==> src/rtl/mem_scan_reader_if.sv <==
// mem_scan_reader_if: RAM read port and output word stream of mem_scan_reader.
interface mem_scan_reader_if #(
   parameter int ADDR_W = 16,
   parameter int DATA_W = 32
);
   logic [ADDR_W-1:0] ram_addr;
   logic              ram_rden;
   logic [DATA_W-1:0] ram_q;
   logic [DATA_W-1:0] out_data;
   logic [ADDR_W-1:0] out_addr;
   logic              out_valid;
   logic              out_ready;
   modport master (
      output ram_addr, ram_rden, out_data, out_addr, out_valid,
      input  ram_q, out_ready
   );
   modport slave (
      input  ram_addr, ram_rden, out_data, out_addr, out_valid,
      output ram_q, out_ready
   );
endinterface

==> src/rtl/mem_scan_reader.sv <==
// mem_scan_reader: walks an address window one RAM word per step onto a valid/ready stream.
// Define MEM_SCAN_READER_WRAP_EN to restart at first_addr after the last word instead of going idle.
module mem_scan_reader #(
   parameter int ADDR_W = 16,
   parameter int DATA_W = 32
) (
   input  logic              clk,
   input  logic              reset,
   input  logic              start,
   input  logic              stop,
   input  logic              step,
   input  logic [ADDR_W-1:0] first_addr,
   input  logic [ADDR_W-1:0] last_addr,
   output logic              busy,
   output logic              done,
   mem_scan_reader_if.master bus
);
   typedef enum logic [2:0] {IDLE, ISSUE, CAPTURE, PRESENT, WAIT} state_t;
   state_t state, nxt, end_state;
   logic [ADDR_W-1:0] cur, last_q, reload;
   logic go, accept, at_last;
`ifdef MEM_SCAN_READER_WRAP_EN
   logic [ADDR_W-1:0] first_q;
   assign end_state = WAIT;
   assign reload = first_q;
`else
   assign end_state = IDLE;
   assign reload = cur;
`endif
   assign go = state == IDLE && start && !stop;
   assign accept = state == PRESENT && bus.out_valid && bus.out_ready && !stop;
   assign at_last = cur == last_q;
   assign bus.ram_addr = cur;
   assign bus.ram_rden = state == ISSUE;
   assign busy = state != IDLE;
   always_comb begin
      nxt = state;
      case (state)
         IDLE:    nxt = start ? ISSUE : IDLE;
         ISSUE:   nxt = CAPTURE;
         CAPTURE: nxt = PRESENT;
         PRESENT: nxt = !accept ? PRESENT : at_last ? end_state : WAIT;
         WAIT:    nxt = step ? ISSUE : WAIT;
         default: nxt = IDLE;
      endcase
      if (stop) nxt = IDLE;
   end
   always_ff @(posedge clk) begin
      if (reset) begin
         state <= IDLE;
         cur <= '0;
         last_q <= '0;
`ifdef MEM_SCAN_READER_WRAP_EN
         first_q <= '0;
`endif
         bus.out_data <= '0;
         bus.out_addr <= '0;
         bus.out_valid <= 1'b0;
         done <= 1'b0;
      end else begin
         state <= nxt;
         done <= accept && at_last;
         if (go) begin
            cur <= first_addr;
            last_q <= last_addr;
`ifdef MEM_SCAN_READER_WRAP_EN
            first_q <= first_addr;
`endif
         end else if (accept) begin
            cur <= at_last ? reload : cur + ADDR_W'(1);
         end
         // RAM data for cur arrives the cycle after ISSUE
         if (state == CAPTURE && !stop) begin
            bus.out_data <= bus.ram_q;
            bus.out_addr <= cur;
            bus.out_valid <= 1'b1;
         end else if (accept || stop) begin
            bus.out_valid <= 1'b0;
         end
      end
   end
endmodule

==> src/flat_wrapper.sv <==
// flat-port wrapper written by rule: the top's interface ports become plain ports
module mem_scan_reader_flat 
#(
   parameter int ADDR_W = 16,
   parameter int DATA_W = 32
)
  (clk, reset, start, stop, step, first_addr, last_addr, busy, done, bus_ram_addr, bus_ram_rden, bus_out_data, bus_out_addr, bus_out_valid, bus_ram_q, bus_out_ready);
  mem_scan_reader_if #(.ADDR_W(ADDR_W), .DATA_W(DATA_W)) bus_i ();
  input  logic clk;
  input  logic reset;
  input  logic start;
  input  logic stop;
  input  logic step;
  input  logic [ADDR_W-1:0] first_addr;
  input  logic [ADDR_W-1:0] last_addr;
  output logic busy;
  output logic done;
  output wire logic [$bits(bus_i.ram_addr)-1:0] bus_ram_addr;
  output wire logic [$bits(bus_i.ram_rden)-1:0] bus_ram_rden;
  output wire logic [$bits(bus_i.out_data)-1:0] bus_out_data;
  output wire logic [$bits(bus_i.out_addr)-1:0] bus_out_addr;
  output wire logic [$bits(bus_i.out_valid)-1:0] bus_out_valid;
  input wire logic [$bits(bus_i.ram_q)-1:0] bus_ram_q;
  input wire logic [$bits(bus_i.out_ready)-1:0] bus_out_ready;
  assign bus_ram_addr = bus_i.ram_addr;
  assign bus_ram_rden = bus_i.ram_rden;
  assign bus_out_data = bus_i.out_data;
  assign bus_out_addr = bus_i.out_addr;
  assign bus_out_valid = bus_i.out_valid;
  assign bus_i.ram_q = bus_ram_q;
  assign bus_i.out_ready = bus_out_ready;
  mem_scan_reader #(.ADDR_W(ADDR_W), .DATA_W(DATA_W)) u_core (.clk(clk), .reset(reset), .start(start), .stop(stop), .step(step), .first_addr(first_addr), .last_addr(last_addr), .busy(busy), .done(done), .bus(bus_i));
endmodule
==> config.mk <==
export PLATFORM = sky130hd
export DESIGN_NAME = mem_scan_reader_flat
export DESIGN_NICKNAME = d
export VERILOG_FILES = /design/src/rtl/mem_scan_reader_if.sv /design/src/rtl/mem_scan_reader.sv /design/src/flat_wrapper.sv
export SDC_FILE = /design/constraint.sdc
export NUM_CORES = 1
export LEC_CHECK = 0
export CAP_MARGIN = 30
export CORE_ASPECT_RATIO = 1.5
export CORE_MARGIN = 5
export CORE_UTILIZATION = 30
export DETAILED_ROUTE_END_ITERATION = 10
export PLACE_DENSITY = 0.71
export SYNTH_ARGS = -nofsm -noshare
export SYNTH_HDL_FRONTEND = slang
export SYNTH_SLANG_ARGS = --single-unit
==> constraint.sdc <==
create_clock -name clk -period 1.7 [get_ports clk]
set_input_delay 0.425 -clock clk [delete_from_list [all_inputs] [get_ports clk]]
set_output_delay 0.425 -clock clk [all_outputs]
set_load 0.03 [all_outputs]
# Word-level counts from Yosys, hierarchy flattened
# Index checks and enable logic that the tools add are counted.
[totals] output_inout_bits=68 inputBits=70 regBits=85 word_cells=39
[op_classes] addsub=1 n_eq_ne=6 reduce_logical=15 mux=10
[op_table] op="two-way mux 16 bit" count=3
[op_table] op="adder 16 x 1 -> 16 bit (second input constant)" count=1
[op_table] op="== test 16 bit" count=1
[op_table] op="one-hot mux 3 bit (5 select lines)" count=1
[op_table] op="two-way mux 3 bit" count=3
[op_table] op="logical AND 1 bit" count=7
[op_table] op="== test 3 x 2 -> 1 bit (second input constant)" count=2
[op_table] op="nonzero test 2 bit" count=2
[op_table] op="== test 3 x 1 -> 1 bit (second input constant)" count=1
[op_table] op="== test 3 bit (second input constant)" count=1
[op_table] op="zero test 3 bit" count=1
[op_table] op="two-way mux 1 bit" count=3
[op_table] op="nonzero test 3 bit" count=1
[op_table] op="inequality test 2 x 1 -> 1 bit (second input constant)" count=1
[op_table] op="AND reduction 2 bit" count=1
[op_table] op="OR reduction 2 bit" count=1
[op_table] op="zero test 1 bit" count=1
[op_table] op="logical OR 1 bit" count=1

# Depth between registers and ports, before layout
[depth] word_depth=7 ltp_mapped=9

# Least setup slack after synthesis
# Ideal clock, no wire load.
[synth_timing] path_type="register to register" from="register u_core.cur[3], in the netlist u_core.bus.ram_addr[3]" to="register u_core.cur[14], in the netlist u_core.bus.ram_addr[14]" required_time_ps=1609 path_buffers=3 arrival_ps=1960 period_less_slack_ps=2051 setup_time_ps=91 stages_incl_launch_ff=9 slack_ps=-351 path_cell_list="dfxtp_1 -> buf_2 -> and4_1 -> buf_2 -> and4_1 -> buf_2 -> nand3_1 -> or3_1 -> a311oi_1"
[synth_via] elab_chain_len=4 elab_cells_between_ends=7
[synth_rtl] item="from (decl)" line_no="mem_scan_reader.sv:20" text="logic [ADDR_W-1:0] cur, last_q, reload;"
[synth_rtl] item="from (signal assigned)" line_no="mem_scan_reader.sv:64" text="cur <= first_addr;"
[synth_rtl] item="from (signal assigned)" line_no="mem_scan_reader.sv:70" text="cur <= at_last ? reload : cur + ADDR_W'(1);"
[synth_rtl] item="adder 16 x 1 -> 16 bit" line_no="mem_scan_reader.sv:70"
[synth_rtl] item="two-way mux 16 bit" line_no="mem_scan_reader.sv:70"
[synth_rtl] item="two-way mux 16 bit" line_no="mem_scan_reader.sv:69" text="end else if (accept) begin"
[synth_rtl] item="two-way mux 16 bit" line_no="mem_scan_reader.sv:63" text="if (go) begin"
# Several ways; a longest one is shown, not always the timed one. The select of a mux whose other input is x is not followed.
# A chain may end at the register's enable or synchronous reset.

# Worst setup path in the final report
[layout_timing] from="register u_core.cur[8], in the netlist u_core.bus.ram_addr[8]" to="register u_core.cur[14], in the netlist u_core.bus.ram_addr[14]"
# The elaborated chain is that of the path after synthesis.

==> results list <==
- Grouping stages by cell kind, the critical path spends the most delay in simple AND/OR/NAND/NOR gates.
* Syn Nets: 541
- Syn avg cell area: 7.92 sq um
- Depth of the worst register-to-register path: 6
- Post-synthesis register bit count: 85
- The tightest hold path in the finished design has a slack of 0.450 ns.
- In the layout the commonest cells are sky130_fd_sc_hd__nand2_1, sky130_fd_sc_hd__a21oi_1, sky130_fd_sc_hd__clkdlybuf4s50_1.
- Cell depth of the worst setup path: 6
- Post-route clock skew: 0.00840 ns
- Category of the most critical setup path: reg -> reg
- Once layout is done, the placed cells without fillers occupy 6240 sq um.
- Dividing total power by cell area gives a power density of 786 nW/um^2.
- Yosys mapped the design onto 48 distinct sky130hd cell types.
- For this run, the number of Yosys warnings is 0.
- At the worst endpoint, the required time is 1.94 ns.
- Cells fill 51.7% of the core in the end.
- Entering global routing, the biggest net connects 88 pins.
- Setup violations remaining at the end of the flow were counted as 19.
- Once placement finished, the instance area stood at 5640 sq um.
- The total count of max-transition violations in the final report was 0.
- Clock-pin slew on the worst setup and hold paths: 0.07 ns
- Cell types with the largest area share after synthesis: sky130_fd_sc_hd__dfxtp_1, sky130_fd_sc_hd__nand2_1, sky130_fd_sc_hd__a21oi_1
- Fraction of layout instances using a drive strength above 1: 25.2%
- 1st-pass router iterations: 4
- Buffers inserted during clock tree synthesis total 9.
- The final reports fail on setup timing.
- Average wire per cell in the routed design: 16.4 um
- Root buf cell: sky130_fd_sc_hd__clkbuf_16
- At the end of the flow, the number of nets in the layout was 716.
- The internal portion of the total power is 3.52 mW.
- Total negative slack: -1.97 ns
- Synth top area share: 45.7%
* Initial antenna violation count: 0
* Worst EP arrival: 2.13 ns
- HPWL Detailed: 9.39 mm
* Transition at the pin with the smallest max-transition slack: 0.449 ns
- Via count of the routed design: 4040
* TritonCTS sink count: 85
* Count of nets left with antenna violations after detail routing: 0
* Share of power burned in registers: 43.0%
- The later pin in the worst-skew pair is clocked with a latency of 0.35 ns.
* Hold WC Path Type: reg -> reg
* Synthesized instance count: 470
* Average via count per standard cell: 5.03
- In this run, synthesis inferred 0 flip-flops with an integrated enable.
* Net switching fraction of the power: 28.2%
* Largest fanout on the critical path: 5
* H-Tree Depth: 3
* Sequential area share after synthesis: 45.7%
* Wirelength, routed: 13.2 mm
- The via count of the first global-routing pass came to 4085.
- Type of element launching the critical path: flip-flop
- Buffer depth of the longest clock path: 2
- Total net switching power: 1.38 mW
- Global-route wire length before repair: 20.5 mm
- For this run, the total global-route usage over all layers was measured as 17.5%.
- Setup repair after global routing could not meet its margin everywhere.
* Layout area overhead: 67.7%
- 0 antenna diodes ended up in the layout.
- Final worst path period share: 111%
- Part of the total power dissipated in the clock network: 40.3%
* Placement row count: 49
* Post-synth top area cell: sky130_fd_sc_hd__dfxtp_1
- Count of buffers inserted at the top-level ports: 137
* Standard cell core area: 12100 sq um
* Total congestion overflow after global routing: 0
- Final number of hold-violating endpoints: 0
- Routability congestion estimate: 0.844
* Minimum clock period after layout: 1.89 ns
- The die is 101 um wide.
- Result of the run: finished, violations left
- Across all register-to-register paths, the minimum setup slack is -0.19 ns.
- Once the floorplan was initialized, standard cells occupied 30.8% of the core.
- STA classifies the critical path endpoint as a flip-flop.
* Die H: 146 um
- DR iter-0 viols: 179
- For this design the top-level I/O count stands at 138.
- For this run, the slowest stage of the critical path takes 0.39 ns.
* Highest Clock Rate: 529 MHz
- On the critical path, the stage with the largest delay is an instance of sky130_fd_sc_hd__and4_4.
* Commonest non-fill, non-tap cell in the layout: sky130_fd_sc_hd__nand2_1
- Among all flip-flop cells after synthesis, the most frequent one is sky130_fd_sc_hd__dfxtp_1.
* Synth Cell Area: 3720 sq um
* CTS tree: done
- Combinational cell fraction of total power: 16.7%
* Max capacitance violation total: 0
- Together, buffers and inverters on the worst path number 1.
- Number of buffers added to fix hold violations after cts: 0
- IR analysis of the VDD net gives a maximum drop of 0.513 mV.
* Drt drc: 0
- Worst path setup slack after routing: -0.191 ns
* Critical Path Start: u_core.bus.ram_addr[8]
- Power after layout: 4.90 mW
* Worst r2r src: u_core.bus.ram_addr[8]
- In this run the static leakage power is 2.59 nW.
- The endpoint identified for the worst register-to-register timing path is u_core.bus.ram_addr[14].
- Relative slew slack: 70.1%
- Worst setup path end: u_core.bus.ram_addr[14]
- Die Area: 14800 sq um
- In the synthesized netlist the async set-or-reset flop fraction comes to 0%.
* Critical path, cell by cell: xor2_2 -> nor4_2 -> and4_4 -> clkbuf_16 -> o21ai_2 -> a311oi_1
==> area by class of cell <==
cell class	instances	area (sq um)
Fill cell	1081	5840
Clock inverter	7	81.3
Sequential cell	85	1750
Tap cell	153	191
Clock buffer	9	225
Timing Repair Buffer	207	1970
Multi-Input combinational cell	342	2020
==> logic make-up (layout without fill, tap and decap cells) <==
kind of cell	count (synthesis)	after routing	share of synthesized area, %
AOI/OAI and AO/OA	107	107	17.0
xor gates and xnor gates	16	16	3.77
adders and majority gates	1	1	0.336
buffers and inverters	43	223	5.68
DFF	85	85	45.7
muxes	1	1	0.303
and+or+nand+nor	217	217	27.1
==> flip-flops by register name, summed over array words and instances, names as in the netlist <==
register / count
u_core.last_q: 16
u_core.done: 1
u_core.state: 3
u_core.bus.out_addr: 16
u_core.bus.out_data: 32
u_core.bus.out_valid: 1
u_core.bus.ram_addr: 16
==> how the worst min path moves through the flow <==
| stage | start | end | slack, ns | depth (start not counted) |
|---|---|---|---|---|
| final | u_core.bus.out_data[18] | u_core.bus.out_data[18] | 0.45 | 2 |
| after global routing | u_core.bus.out_data[14] | u_core.bus.out_data[14] | 0.47 | 2 |
| after CTS | u_core.bus.out_data[18] | u_core.bus.out_data[18] | 0.45 | 2 |
| after detailed placement | u_core.bus.out_data[26] | u_core.bus.out_data[26] | 0.45 | 2 |
| after global placement | u_core.bus.out_data[14] | u_core.bus.out_data[14] | 0.44 | 2 |
| after floorplan | u_core.last_q[0] | u_core.last_q[0] | 0.45 | 2 |
==> power groups by stage <==
stage	registers, mW	logic, mW	clock network, mW
final	2.11	0.819	1.98
after detailed placement	2.15	0.731	0
after CTS	2.10	0.778	2.04
after global placement	2.15	0.720	0
after floorplan	2.21	0.258	0
after global routing	2.11	0.874	2.13
==> per-layer routing <==
layer  global-route usage (%)  part of all wire [%]  wire length [um]
met4                     8.58                   4.6               605
met5                        0                     0                 0
met2                     31.3                    53              6930
met1                     18.1                    35              4620
met3                     5.30                   7.6               993
==> stage by stage <==
step	worst slack, ns	instances
finish	-0.191	803
detailed placement	-0.659	775
global route	-0.272	803
CTS	-0.177	800
global placement	-0.615	775
floorplan	-0.167	470
==> timing repair <==
item                       CTS  global route
pin swaps                   12            14
buffers inserted             7             2
gates resized for setup    103            41
setup endpoints to repair  144            42
gates cloned                 2             1
==> worst register-to-register path, cell delays in order (launching register included) <==
cell and delay [ns]:
sky130_fd_sc_hd__dfxtp_4 0.38, sky130_fd_sc_hd__xor2_2 0.18, sky130_fd_sc_hd__nor4_2 0.33, sky130_fd_sc_hd__and4_4 0.39, sky130_fd_sc_hd__clkbuf_16 0.19, sky130_fd_sc_hd__o21ai_2 0.06, sky130_fd_sc_hd__a311oi_1 0.26
==> cell usage after synthesis, types with 2 or more instances <==
cell type                   number
sky130_fd_sc_hd__nand2_1       137
sky130_fd_sc_hd__dfxtp_1        85
sky130_fd_sc_hd__a21oi_1        68
sky130_fd_sc_hd__clkbuf_1       25
sky130_fd_sc_hd__xor2_1         16
sky130_fd_sc_hd__nor2_1         15
sky130_fd_sc_hd__buf_2          10
sky130_fd_sc_hd__nand3_1        10
sky130_fd_sc_hd__nor4_1          8
sky130_fd_sc_hd__nand4_1         7
sky130_fd_sc_hd__a211oi_1        6
sky130_fd_sc_hd__a311oi_1        6
sky130_fd_sc_hd__nor3_1          6
sky130_fd_sc_hd__o21ai_0         6
sky130_fd_sc_hd__o21bai_1        5
sky130_fd_sc_hd__or3_1           5
sky130_fd_sc_hd__and3_1          4
sky130_fd_sc_hd__a31oi_1         3
sky130_fd_sc_hd__and2_1          3
sky130_fd_sc_hd__and4_1          3
sky130_fd_sc_hd__buf_1           3
sky130_fd_sc_hd__buf_6           3
sky130_fd_sc_hd__nor3b_1         3
sky130_fd_sc_hd__o21ai_2         3
sky130_fd_sc_hd__or3_2           3
sky130_fd_sc_hd__a2111oi_0       2
sky130_fd_sc_hd__nand2b_1        2
sky130_fd_sc_hd__o31ai_1         2
sky130_fd_sc_hd__or4_1           2
(Power assumes the default switching activity.)
